`src/rtl/mul_seq_pkg.sv`:
```
// ============================================================================
// mul_seq_pkg : shared types and widths for the mul_sequencer front-end
// Rev 1.0
// ============================================================================
`default_nettype none

package mul_seq_pkg;

  localparam int OPW  = 64;
  localparam int RESW = 128;

  typedef enum logic [2:0] {
    IDLE  = 3'd0,
    START = 3'd1,
    WAIT  = 3'd2,
    CLEAR = 3'd3,
    OUT   = 3'd4
  } state_e;

endpackage

`default_nettype wire

```
`src/rtl/mul_seq_timer.sv`:
```
// ============================================================================
// mul_seq_timer : WAIT-cycle counter with terminal-count flag at TIMEOUT-1
// Rev 1.0
// ============================================================================
`default_nettype none

module mul_seq_timer #(
  parameter int TIMEOUT = 1024
) (
  input  logic clk,
  input  logic reset_n,
  input  logic clr,
  input  logic en,
  output logic tc
);

  localparam int CW = (TIMEOUT > 1) ? $clog2(TIMEOUT) : 1;

  logic [CW-1:0] cnt_q, cnt_d;

  always_comb begin
    cnt_d = cnt_q;
    if (clr) begin
      cnt_d = '0;
    end else if (en) begin
      cnt_d = cnt_q + CW'(1);
    end
  end

  always_ff @(posedge clk) begin
    if (!reset_n) begin
      cnt_q <= '0;
    end else begin
      cnt_q <= cnt_d;
    end
  end

  assign tc = (cnt_q == CW'(TIMEOUT - 1));

endmodule

`default_nettype wire

```
`src/rtl/mul_sequencer.sv`:
```
// ============================================================================
// mul_sequencer : valid/ready front-end sequencing the iterative multiplier's
// op_start/op_clear/op_done handshake. Optional macro: MUL_SEQ_TIMEOUT_EN.
// Rev 1.0
// ============================================================================
`default_nettype none

module mul_sequencer
  import mul_seq_pkg::*;
#(
  parameter int TIMEOUT = 1024,
  parameter int CNT_W   = 32
) (
  input  logic             clk,
  input  logic             reset_n,
  input  logic             in_valid,
  output logic             in_ready,
  input  logic [OPW-1:0]   in_multiplier,
  input  logic [OPW-1:0]   in_multiplicand,
  output logic [OPW-1:0]   mul_multiplier,
  output logic [OPW-1:0]   mul_multiplicand,
  output logic             mul_op_start,
  output logic             mul_op_clear,
  input  logic             mul_op_done,
  input  logic [RESW-1:0]  mul_result,
  output logic             out_valid,
  input  logic             out_ready,
  output logic [RESW-1:0]  out_result,
  output logic             out_err,
  output logic [CNT_W-1:0] op_count
);

  state_e            state_q, state_d;
  logic [OPW-1:0]    a_q, a_d;
  logic [OPW-1:0]    b_q, b_d;
  logic [RESW-1:0]   res_q, res_d;
  logic              err_q, err_d;
  logic [CNT_W-1:0]  cnt_q, cnt_d;
  logic              timeout;

`ifdef MUL_SEQ_TIMEOUT_EN
  // Clearing during START means the counter reads 0 on the first WAIT cycle.
  mul_seq_timer #(
    .TIMEOUT (TIMEOUT)
  ) u_timer (
    .clk     (clk),
    .reset_n (reset_n),
    .clr     (state_q == START),
    .en      (state_q == WAIT),
    .tc      (timeout)
  );
`else
  logic unused_timeout;
  assign unused_timeout = (TIMEOUT == 0);
  assign timeout        = 1'b0;
`endif

  always_comb begin
    state_d = state_q;
    a_d     = a_q;
    b_d     = b_q;
    res_d   = res_q;
    err_d   = err_q;
    cnt_d   = cnt_q;
    case (state_q)
      IDLE: begin
        if (in_valid) begin
          a_d     = in_multiplier;
          b_d     = in_multiplicand;
          state_d = START;
        end
      end
      START: state_d = WAIT;
      WAIT: begin
        // A done arriving on the timeout edge takes priority over the abort.
        if (mul_op_done) begin
          res_d   = mul_result;
          err_d   = 1'b0;
          cnt_d   = cnt_q + CNT_W'(1);
          state_d = CLEAR;
        end else if (timeout) begin
          res_d   = '0;
          err_d   = 1'b1;
          cnt_d   = cnt_q + CNT_W'(1);
          state_d = CLEAR;
        end
      end
      CLEAR: state_d = OUT;
      OUT: begin
        if (out_ready) begin
          state_d = IDLE;
        end
      end
      default: state_d = IDLE;
    endcase
  end

  always_ff @(posedge clk) begin
    if (!reset_n) begin
      state_q <= IDLE;
      a_q     <= '0;
      b_q     <= '0;
      res_q   <= '0;
      err_q   <= 1'b0;
      cnt_q   <= '0;
    end else begin
      state_q <= state_d;
      a_q     <= a_d;
      b_q     <= b_d;
      res_q   <= res_d;
      err_q   <= err_d;
      cnt_q   <= cnt_d;
    end
  end

  assign in_ready         = (state_q == IDLE);
  assign mul_op_start     = (state_q == START) || (state_q == WAIT);
  assign mul_op_clear     = (state_q == CLEAR);
  assign out_valid        = (state_q == OUT);
  assign mul_multiplier   = a_q;
  assign mul_multiplicand = b_q;
  assign out_result       = res_q;
  assign out_err          = err_q;
  assign op_count         = cnt_q;

endmodule

`default_nettype wire

```
`config.mk`:
```
export PLATFORM = sky130hd
export DESIGN_NAME = mul_sequencer
export DESIGN_NICKNAME = d
export VERILOG_FILES = /design/src/rtl/mul_seq_pkg.sv /design/src/rtl/mul_seq_timer.sv /design/src/rtl/mul_sequencer.sv
export SDC_FILE = /design/constraint.sdc
export NUM_CORES = 1
export LEC_CHECK = 0
export CORE_AREA = 8 8 209 211
export DETAILED_ROUTE_END_ITERATION = 6
export DIE_AREA = 0 0 217 219
export DONT_BUFFER_PORTS = 1
export PLACE_DENSITY = 0.39
export SLEW_MARGIN = 5
export SYNTH_ARGS = -nofsm -noshare
export SYNTH_HDL_FRONTEND = slang
export SYNTH_HIERARCHICAL = 1
export SYNTH_SLANG_ARGS = --single-unit
```
`constraint.sdc`:
```
create_clock -name clk -period 1.9 [get_ports clk]
set_input_delay 0.38 -clock clk [delete_from_list [all_inputs] [get_ports clk]]
set_output_delay 0.38 -clock clk [all_outputs]
set_load 0.005 [all_outputs]
```
==> summary.md, run 1 <==
| Metric | Value |
|---|---|
| Post-synth ARST share | `0` |
| Core area | `just over 40000 um^2` |
| Worst-Skew Late Latency | `between 0.5 and 0.6 ns` |
| H-tree depth | `2` |
| Iter 0 DRT Violations | `roughly 690` |
| CTS tree | `built` |
| DP HPWL | `around 31000 um` |
| Mapped Nets | `~1.6k` |
| Comb power frac | `0.098` |
| Die area | `47500 um^2` |
| Prevailing post-synth register cell | `dfxtp_1` |
| Critical path arrival | `between 2 and 2.5 ns` |
| Vias | `about 9.9k` |
| Synth Register Bits | `roughly 290` |
| Gate Count Post-Synth | `approximately 1.3k` |
| Die H | `219 um` |
| Clock transition at the registers of the reported paths | `~0.06 ns` |
| Seq pwr share | `0.445` |
| Die X | `roughly 220 um` |
| Placed cell area | `around 11000 um^2` |
| Starting Density | `0.258` |
| Initial antenna violation count | `1` |
| Outcome | `finished, final reports clean` |
| Worst clock skew | `between 0.015 and 0.02 ns` |
| Sequential cell area | `5830 um^2` |
| Final core utilization | `0.371` |
| Grt ovf | `0` |
| Avg Inst Size Synth | `about 8.0 um^2` |
| Worst hold margin | `between 0.05 and 0.06 ns` |
| Sequential area share after synthesis | `0.559` |
| Largest family of logic cells by synthesized area | `simple AND/OR/NAND/NOR gates` |
| # DRC | `0` |
| Fmax | `~560 MHz` |
| Rows | `between 70 and 80` |
| Post-Layout Cell Count | `2112` |
| Syn Std Cell Area | `around 10000 um^2` |
| Largest net degree at the start of global routing | `91` |
| DRT Pass-1 Iters | `5` |
| Min Tclk post-route | `between 1.5 and 2 ns` |
| Simple-gate share of the synthesized area | `0.239` |
| Crit path kind | `register to register` |
| Final TNS setup | `0 ns` |
| Synth-to-layout area growth | `43.9%` |
| Max Cap Viol | `0` |
| Internal power | `roughly 11000 uW` |
| Sink Count | `291` |
| Leakage | `approximately 0.0054 uW` |
| Crit start category | `register` |
| Clock power share | `0.457` |
| Setup-failing EPs final | `0` |
| I/O pin count | `around 550` |
| Final instance area | `about 15000 um^2` |
| P_sw | `3740 uW` |
| Worst reg2reg path depth | `5` |
| CTS buffer count | `35` |
| Peak VDD IR | `0.687 mV` |
| Number of global-route vias before repair | `10.1k` |
| RSZ-0062 raised after global routing | `yes` |
| Final GP Congestion | `between 0.7 and 0.8` |
| Clk root buf | `clkbuf_16` |
| Crit share post-route | `0.948` |
| EDFF count, synth | `0` |
| CP Data Required Time | `2.36 ns` |
| Endpoint class of the critical path | `register` |
| Cell Pwr Density | `between 1000 and 1500 nW/um^2` |
| PortBufs | `0` |
| CP Max Fanout | `6` |
| Final Hold Viols | `0` |
| Final wirelength | `roughly 43000 um` |
| Post-route ant nets | `0` |
| Adder-Cell Fraction of Synth Area | `0.00120` |
| Placed cells | `between 1.5k and 2k` |
| Synth Area in XOR/XNOR | `0.00757` |
| Total track usage | `0.168` |
| Yosys warning count | `6` |
| Via-per-instance ratio | `around 4.7` |
| Max clock buf depth | `3` |
| Distinct cells, synth | `35` |
| Fraction of layout cells with a size suffix above 1 | `0.0760` |
| HP Class | `input port to register` |
| Compound-Gate Fraction of Synth Area | `0.151` |
| NumNets Final | `between 1.5k and 2k` |
| WL/cell | `approximately 20 um` |
| First-pass GRT wire length | `around 63000 um` |
| Hold depth | `2` |
| Multi-input logic area | `approximately 4200 um^2` |
| Switching Share | `0.247` |
| Setup Fix Bufs, Post-CTS | `0` |
| Proportion of synthesized area in mux cells | `0.000961` |
| Fillers | `between 4k and 5k` |
| Fin. max-slew vios | `0` |
==> logic make-up after synthesis <==
kind of cell / Yosys count
AND/OR/NAND/NOR: 602
AO/OA/AOI/OAI: 304
flip-flops: 291
buffers and inverters: 100
XOR/XNOR: 9
adder cells (fa/ha/maj): 1
other: 1
multiplexers: 1
==> cell usage after synthesis, types with 2 or more instances <==
| cell type | n | area [um^2] |
|---|---|---|
| nand2_1 | 525 | 1970 |
| dfxtp_1 | 291 | 5830 |
| a21oi_1 | 280 | 1400 |
| clkbuf_1 | 67 | 251 |
| buf_2 | 25 | 125 |
| o31ai_1 | 16 | 120 |
| or4_1 | 16 | 120 |
| nor2_1 | 11 | 41.3 |
| nand3_1 | 10 | 50.1 |
| and4_1 | 8 | 70.1 |
| nand4_1 | 7 | 43.8 |
| o21ai_0 | 6 | 30.0 |
| or3_1 | 6 | 37.5 |
| xor2_1 | 6 | 52.6 |
| and3_1 | 5 | 31.3 |
| and2_1 | 3 | 18.8 |
| buf_4 | 3 | 22.5 |
| xnor2_1 | 3 | 26.3 |
| inv_1 | 2 | 7.51 |
| nand2b_1 | 2 | 12.5 |
| nand4_2 | 2 | 25.0 |
| nor3_1 | 2 | 10.0 |
==> critical path, stage by stage, from the launching register on <==
cell and delay, ns:
dfxtp_1 0.32, and4_1 0.36, buf_4 0.19, nand4_1 0.19, or4_1 0.52, a21oi_1 0.15
==> registers in the layout (all words and copies together) (netlist names) <==
register / count
mul_multiplicand: 64
mul_multiplier: 64
op_count: 32
out_result: 128
state_q: 3
==> power groups by stage <==
stage	registers (uW)	logic, uW	clock network, uW
2_1_floorplan	6740	740	0
3_3_place_gp	6890	1040	0
3_5_place_dp	6890	1060	0
4_1_cts	6760	1510	7200
5_1_grt	6790	1660	7410
6_report	6750	1490	6920
==> layout make-up <==
class,count,share of cell area
diodes,1,0.000167
flip-flops and latches,291,0.389
clock buffers,54,0.0740
multi-input cells,919,0.281
repair buffers,303,0.203
inverters,3,0.00125
clock inverters,9,0.00718
well taps,532,0.0444
==> stage by stage <==
stage	setup slack [ns]	total power (uW)
2_1_floorplan	0.283	7480
3_3_place_gp	0.0784	7930
3_5_place_dp	0.0928	7950
4_1_cts	0.0437	15500
5_1_grt	-0.0314	15900
6_report	0.0994	15200
==> cells in the final DEF, fill, tap and decap left out, drive strengths merged <==
master	instances
o21ai	6
nand2b	2
a21oi	280
xor2	6
inv	3
nand4	9
bufinv	2
nor3b	1
o311ai	1
clkinv	2
nor3	2
o41ai	1
or4	16
ha	1
conb	1
nor2	11
buf	52
nand2	525
and3b	1
and4	8
and2	3
and3	5
nand4bb	1
nand3	12
mux2i	1
clkinvlp	5
dfxtp	291
xnor2	3
dlygate4sd3	251
diode	1
and4bb	1
clkbuf	54
or3	6
o31ai	16
==> repair_timing <==
item,in CTS,in global routing
hold endpoints to repair,253,0
resized for setup,0,3
endpoints found under the setup margin,0,2
hold buffers,251,0
==> routing by layer <==
layer | part of all wire | GRT usage
met1 | 0.38 | 0.182
met4 | 0.022 | 0.0464
met5 | 0.00031 | 0
met3 | 0.11 | 0.0786
met2 | 0.50 | 0.292
==> path summary, 6_finish.rpt <==
check	slack, ns	from	end
worst max-delay path	0.1	op_count[6]	op_count[31]
worst max register to register	0.1	op_count[6]	op_count[31]
worst min-delay path	0.05	mul_result[11]	out_result[11]
worst min register to register	0.48	out_result[69]	out_result[69]
Power figures use the tool's default switching activity.
==> run 2: changes to the inputs <==
Settings changed: DONT_BUFFER_PORTS 1 to not set, PLACE_DENSITY 0.39 to 0.57.
==> summary.md, run 2 (same netlist as run 1, synthesis figures left out) <==
| Metric | Value |
|---|---|
| Worst-Skew Late Latency | `around 0.52 ns` |
| Reg-to-reg setup timing slack | `0.13 ns` |
| Worst hold margin | `between 0.4 and 0.5 ns` |
| Number of global-route vias before repair | `10.9k` |
| CTS buffer count | `35` |
| Worst clock skew | `roughly 0.011 ns` |
| Leakage | `0.00651 uW` |
| Fin. max-slew vios | `0` |
| Final GP Congestion | `roughly 0.80` |
| Starting Density | `0.258` |
| Crit-path slowest cell | `clkdlybuf4s50_1` |
| Die H | `about 220 um` |
| CP endpoint | `mul_multiplier[57]` |
| Synth-to-layout area growth | `72.2%` |
| Grt peak-use layer | `met2` |
| # DRC | `0` |
| CP Max Fanout | `2` |
| CTS tree | `built` |
| Grt met3 use | `0.0833` |
| Fraction of layout cells with a size suffix above 1 | `0.0719` |
| Via-per-instance ratio | `4.52` |
| Setup-failing EPs final | `0` |
| Max Cap Viol | `0` |
| Clock transition at the registers of the reported paths | `0.06 ns` |
| Iter 0 DRT Violations | `~530` |
| DP HPWL | `~34000 um` |
| PortBufs | `552` |
| Core area | `approximately 40000 um^2` |
| GR Layer Usage met2 | `0.298` |
| CP startpoint | `mul_multiplier[57]` |
| Clk root buf | `clkbuf_16` |
| Die X | `217 um` |
| CTS Hold Bufs | `0` |
| Cell Pwr Density | `around 850 nW/um^2` |
| Outcome | `finished, final reports clean` |
| Die area | `between 40000 and 50000 um^2` |
| I/O pin count | `around 550` |
| Post-route ant nets | `0` |
| RSZ-0062 raised after global routing | `no` |
| Sink Count | `about 290` |
| Max FFs per register | `~130` |
| NumNets Final | `2120` |
| Crit-path max cell delay | `between 0.6 and 0.7 ns` |
| DRT Pass-1 Iters | `5` |
| Worst reg2reg endpoint | `op_count[14]` |
| Fmax | `~540 MHz` |
| First-pass GRT wire length | `65700 um` |
| WP depth | `1` |
| Worst reg2reg path depth | `5` |
| Grt ovf | `0` |
| Vias | `around 11k` |
| Total track usage | `0.177` |
| Worst r2r src | `state_q[0]` |
| Met1 Use GR | `0.189` |
| Setup Fix Bufs, Post-CTS | `0` |
| HP Class | `input port to register` |
| Final Hold Viols | `0` |
| CP Data Required Time | `about 1.5 ns` |
| Crit-path cells | `clkdlybuf4s50_1` |
| Bufs and invs on worst path | `1` |
| Crit path kind | `register to output port` |
| Commonest non-fill, non-tap cell in the layout | `nand2_1` |
| Rows | `74` |
| Critical path arrival | `roughly 1.5 ns` |
| Final wirelength | `44400 um` |
| Initial antenna violation count | `6` |
| Largest net degree at the start of global routing | `between 70 and 80` |
| Delay-heaviest family, CP | `buffers and inverters` |
| Commonest cells after routing, fill and taps aside | `524 x nand2_1, 523 x clkdlybuf4s50_1, 280 x a21oi_1, 277 x dfxtp_1, 41 x buf_4` |
| WL/cell | `18.4 um` |
| H-tree depth | `2` |
| Crit start category | `register` |
| Crit share post-route | `0.970` |
| Endpoint class of the critical path | `output port` |
| Final TNS setup | `0 ns` |
| Peak VDD IR | `around 0.66 mV` |
| Min Tclk post-route | `1.84 ns` |
| Fillers | `roughly 4.1k` |
| Max clock buf depth | `3` |
run 2: cell types whose count changed in the layout (fill, tap and decap cells not counted), sizes merged, moves of 4 or more:
| cell | previous run | this run |
|---|---|---|
| buf | 52 | 56 |
| clkdlybuf4s50 | 0 | 523 |
| clkinv | 2 | 6 |
| dlygate4sd2 | 0 | 23 |
| clkbuf | 54 | 50 |
| dlymetal6s2s | 0 | 5 |
| dlygate4sd3 | 251 | 0 |
run 2: final cells by class:
type,instances,area (um^2),share of cell area
tap,532,666,0.0371
clock inverter,8,45.0,0.00251
sequential,291,5850,0.326
antenna,2,5.00,0.000279
inverter,3,18.8,0.00105
timing repair buffer,608,6100,0.340
clock buffer,49,1030,0.0575
multi-input combinational,919,4220,0.235
run 2: worst min-delay path by stage:
stage                     endpoint  cells after the start           startpoint
2_1_floorplan  mul_multiplicand[0]                      2  mul_multiplicand[0]
3_3_place_gp    mul_multiplier[34]                      2   mul_multiplier[34]
3_5_place_dp       out_result[113]                      2      out_result[113]
4_1_cts         mul_multiplier[36]                      3    in_multiplier[36]
5_1_grt             out_result[67]                      3       mul_result[67]
6_report        mul_multiplier[37]                      3    in_multiplier[37]
run 2: routing by layer:
metal,vias to the layer above,wire length (um),part of all wire
met4,8,1500,0.034
li1,5397,-,-
met2,418,21400,0.48
met5,-,54,0.0012
met3,79,4910,0.11
met1,4993,16500,0.37
run 2: what timing repair did:
item,CTS,global route
resized for setup,41,11
gates cloned,0,1
setup endpoints to repair,31,24
pin swaps,0,1
run 2: per-stage QoR:
step                total power [uW]  instances  setup WS [ns]  instance area [um^2]  utilization
global placement                9080       2352         -0.258                 16800        0.417
detailed placement              9110       2352         -0.284                 16800        0.417
finish                         15200       2412         0.0564                 17900        0.444
global route                   16000       2412        0.00368                 17900        0.444
floorplan                       7480       1309          0.283                 10400            -
CTS                            15500       2409      0.0000807                 17900        0.444
run 2: where the power goes:
group	internal [uW]	switching, uW	leakage, uW
Clock	3760	2540	0.000530
Combinational	1330	1000	0.00361
Sequential	6430	167	0.00238
Total	11500	3700	0.00651
==> run 3: changes to the inputs <==
Settings changed: CORE_AREA 8 8 209 211 to 8 8 210 212, DIE_AREA 0 0 217 219 to 0 0 218 220, PLACE_DENSITY 0.57 to 0.56.
==> summary.md, run 3 (same netlist as run 1, synthesis figures left out) <==
| Metric | Value |
|---|---|
| Worst-Skew Late Latency | `0.53 ns` |
| Max clock buf depth | `3` |
| Final GP Congestion | `~0.8` |
| Crit path kind | `register to output port` |
| Crit-path cells | `clkdlybuf4s50_1` |
| I/O pin count | `around 550` |
| PortBufs | `~550` |
| Final wirelength | `44600 um` |
| Reg-to-reg setup timing slack | `0.10 ns` |
| Fraction of layout cells with a size suffix above 1 | `0.0767` |
| Sink Count | `291` |
| NumNets Final | `2127` |
| Crit-path slowest cell | `clkdlybuf4s50_1` |
| H-tree depth | `2` |
| HP Class | `input port to register` |
| Die area | `approximately 48000 um^2` |
| Via-per-instance ratio | `around 4.5` |
| Peak VDD IR | `0.588 mV` |
| DP HPWL | `between 30000 and 40000 um` |
| Iter 0 DRT Violations | `~520` |
| Outcome | `finished, final reports clean` |
| Grt ovf | `0` |
| CTS tree | `built` |
| Post-Layout Cell Count | `2425` |
| Largest net degree at the start of global routing | `50` |
| Vias | `10.9k` |
| Crit start category | `register` |
| Post-route ant nets | `0` |
| Setup WS pre-CTS | `-0.276 ns` |
| Endpoint class of the critical path | `output port` |
| Total track usage | `0.174` |
| Fin. max-slew vios | `0` |
| Max Cap Viol | `0` |
| Initial antenna violation count | `4` |
| Clk root buf | `clkbuf_16` |
| Total power | `15500 uW` |
| Final TNS setup | `0 ns` |
| Number of global-route vias before repair | `approximately 11k` |
| Synth-to-layout area growth | `73.6%` |
| Die H | `between 200 and 250 um` |
| Min Tclk post-route | `1.83 ns` |
| Max FFs per register | `128` |
| Commonest non-fill, non-tap cell in the layout | `nand2_1` |
| WL/cell | `about 18 um` |
| Setup-failing EPs final | `0` |
| CTS buffer count | `34` |
| Worst clock skew | `0.0125 ns` |
| Core area | `a little over 40000 um^2` |
| First-pass GRT wire length | `roughly 66000 um` |
| Crit share post-route | `0.965` |
| Cell Pwr Density | `approximately 860 nW/um^2` |
| RSZ-0062 raised after global routing | `no` |
| Delay-heaviest family, CP | `buffers and inverters` |
| Commonest cells after routing, fill and taps aside | `523 x nand2_1, 522 x clkdlybuf4s50_1, 280 x a21oi_1, 276 x dfxtp_1, 47 x buf_4` |
| CP Max Fanout | `2` |
| Setup Fix Bufs, Post-CTS | `0` |
| Critical path arrival | `approximately 1.5 ns` |
| Final Hold Viols | `0` |
| Bufs and invs on worst path | `1` |
| Leakage | `0.00660 uW` |
| DRT Pass-1 Iters | `5` |
| Fmax | `~550 MHz` |
| CP Data Required Time | `1.52 ns` |
| Die X | `218 um` |
| Setup ws final | `0.0672 ns` |
| Worst hold margin | `just under 0.4 ns` |
| CTS Hold Bufs | `0` |
| # DRC | `0` |
| Clock transition at the registers of the reported paths | `around 0.060 ns` |
| Rows | `74` |
| Crit-path max cell delay | `0.60 ns` |
| Placed cells | `approximately 2.4k` |
| Starting Density | `0.257` |
## run 3: worst paths after layout
| kind | from | end | cells after the start |
|---|---|---|---|
| worst min register to register | out_result[74] | out_result[74] | 2 |
| worst max register to register | op_count[10] | op_count[31] | 5 |
| worst max-delay path | mul_multiplier[5] | mul_multiplier[5] | 1 |
| worst min-delay path | mul_result[111] | out_result[111] | 3 |
## run 3: area by class of cell
type                    instances  area, um^2
multi-input cells             919        4230
flip-flops and latches        291        5850
inverters                       3        18.8
clock inverters                11         110
repair buffers                616        6190
clock buffers                  51        1020
diodes                          2        5.00
well taps                     532         666
fillers                      4031       22500
## run 3: stage by stage
stage	utilization	cell area, um^2
6_report	0.446	18100
5_1_grt	0.446	18100
4_1_cts	0.445	18000
3_5_place_dp	0.417	16900
3_3_place_gp	0.417	16900
2_1_floorplan	-	10400
## run 3: timing repair
| action | CTS | global route |
|---|---|---|
| cloned | 0 | 1 |
| setup endpoints to repair | 34 | 18 |
| pin swaps | 0 | 1 |
| gates resized for setup | 43 | 13 |
## run 3: layer usage
metal | wire length (um) | up-vias | track usage
met5 | 27 | - | 0
met4 | 1050 | 4 | 0.0549
met3 | 5410 | 67 | 0.0932
met2 | 21100 | 435 | 0.292
met1 | 17000 | 4977 | 0.188
li1 | - | 5429 | -
## run 3: power breakdown
| group | internal [uW] | switching, uW |
|---|---|---|
| Clock | 3990 | 2610 |
| Sequential | 6420 | 169 |
| Combinational | 1350 | 1000 |
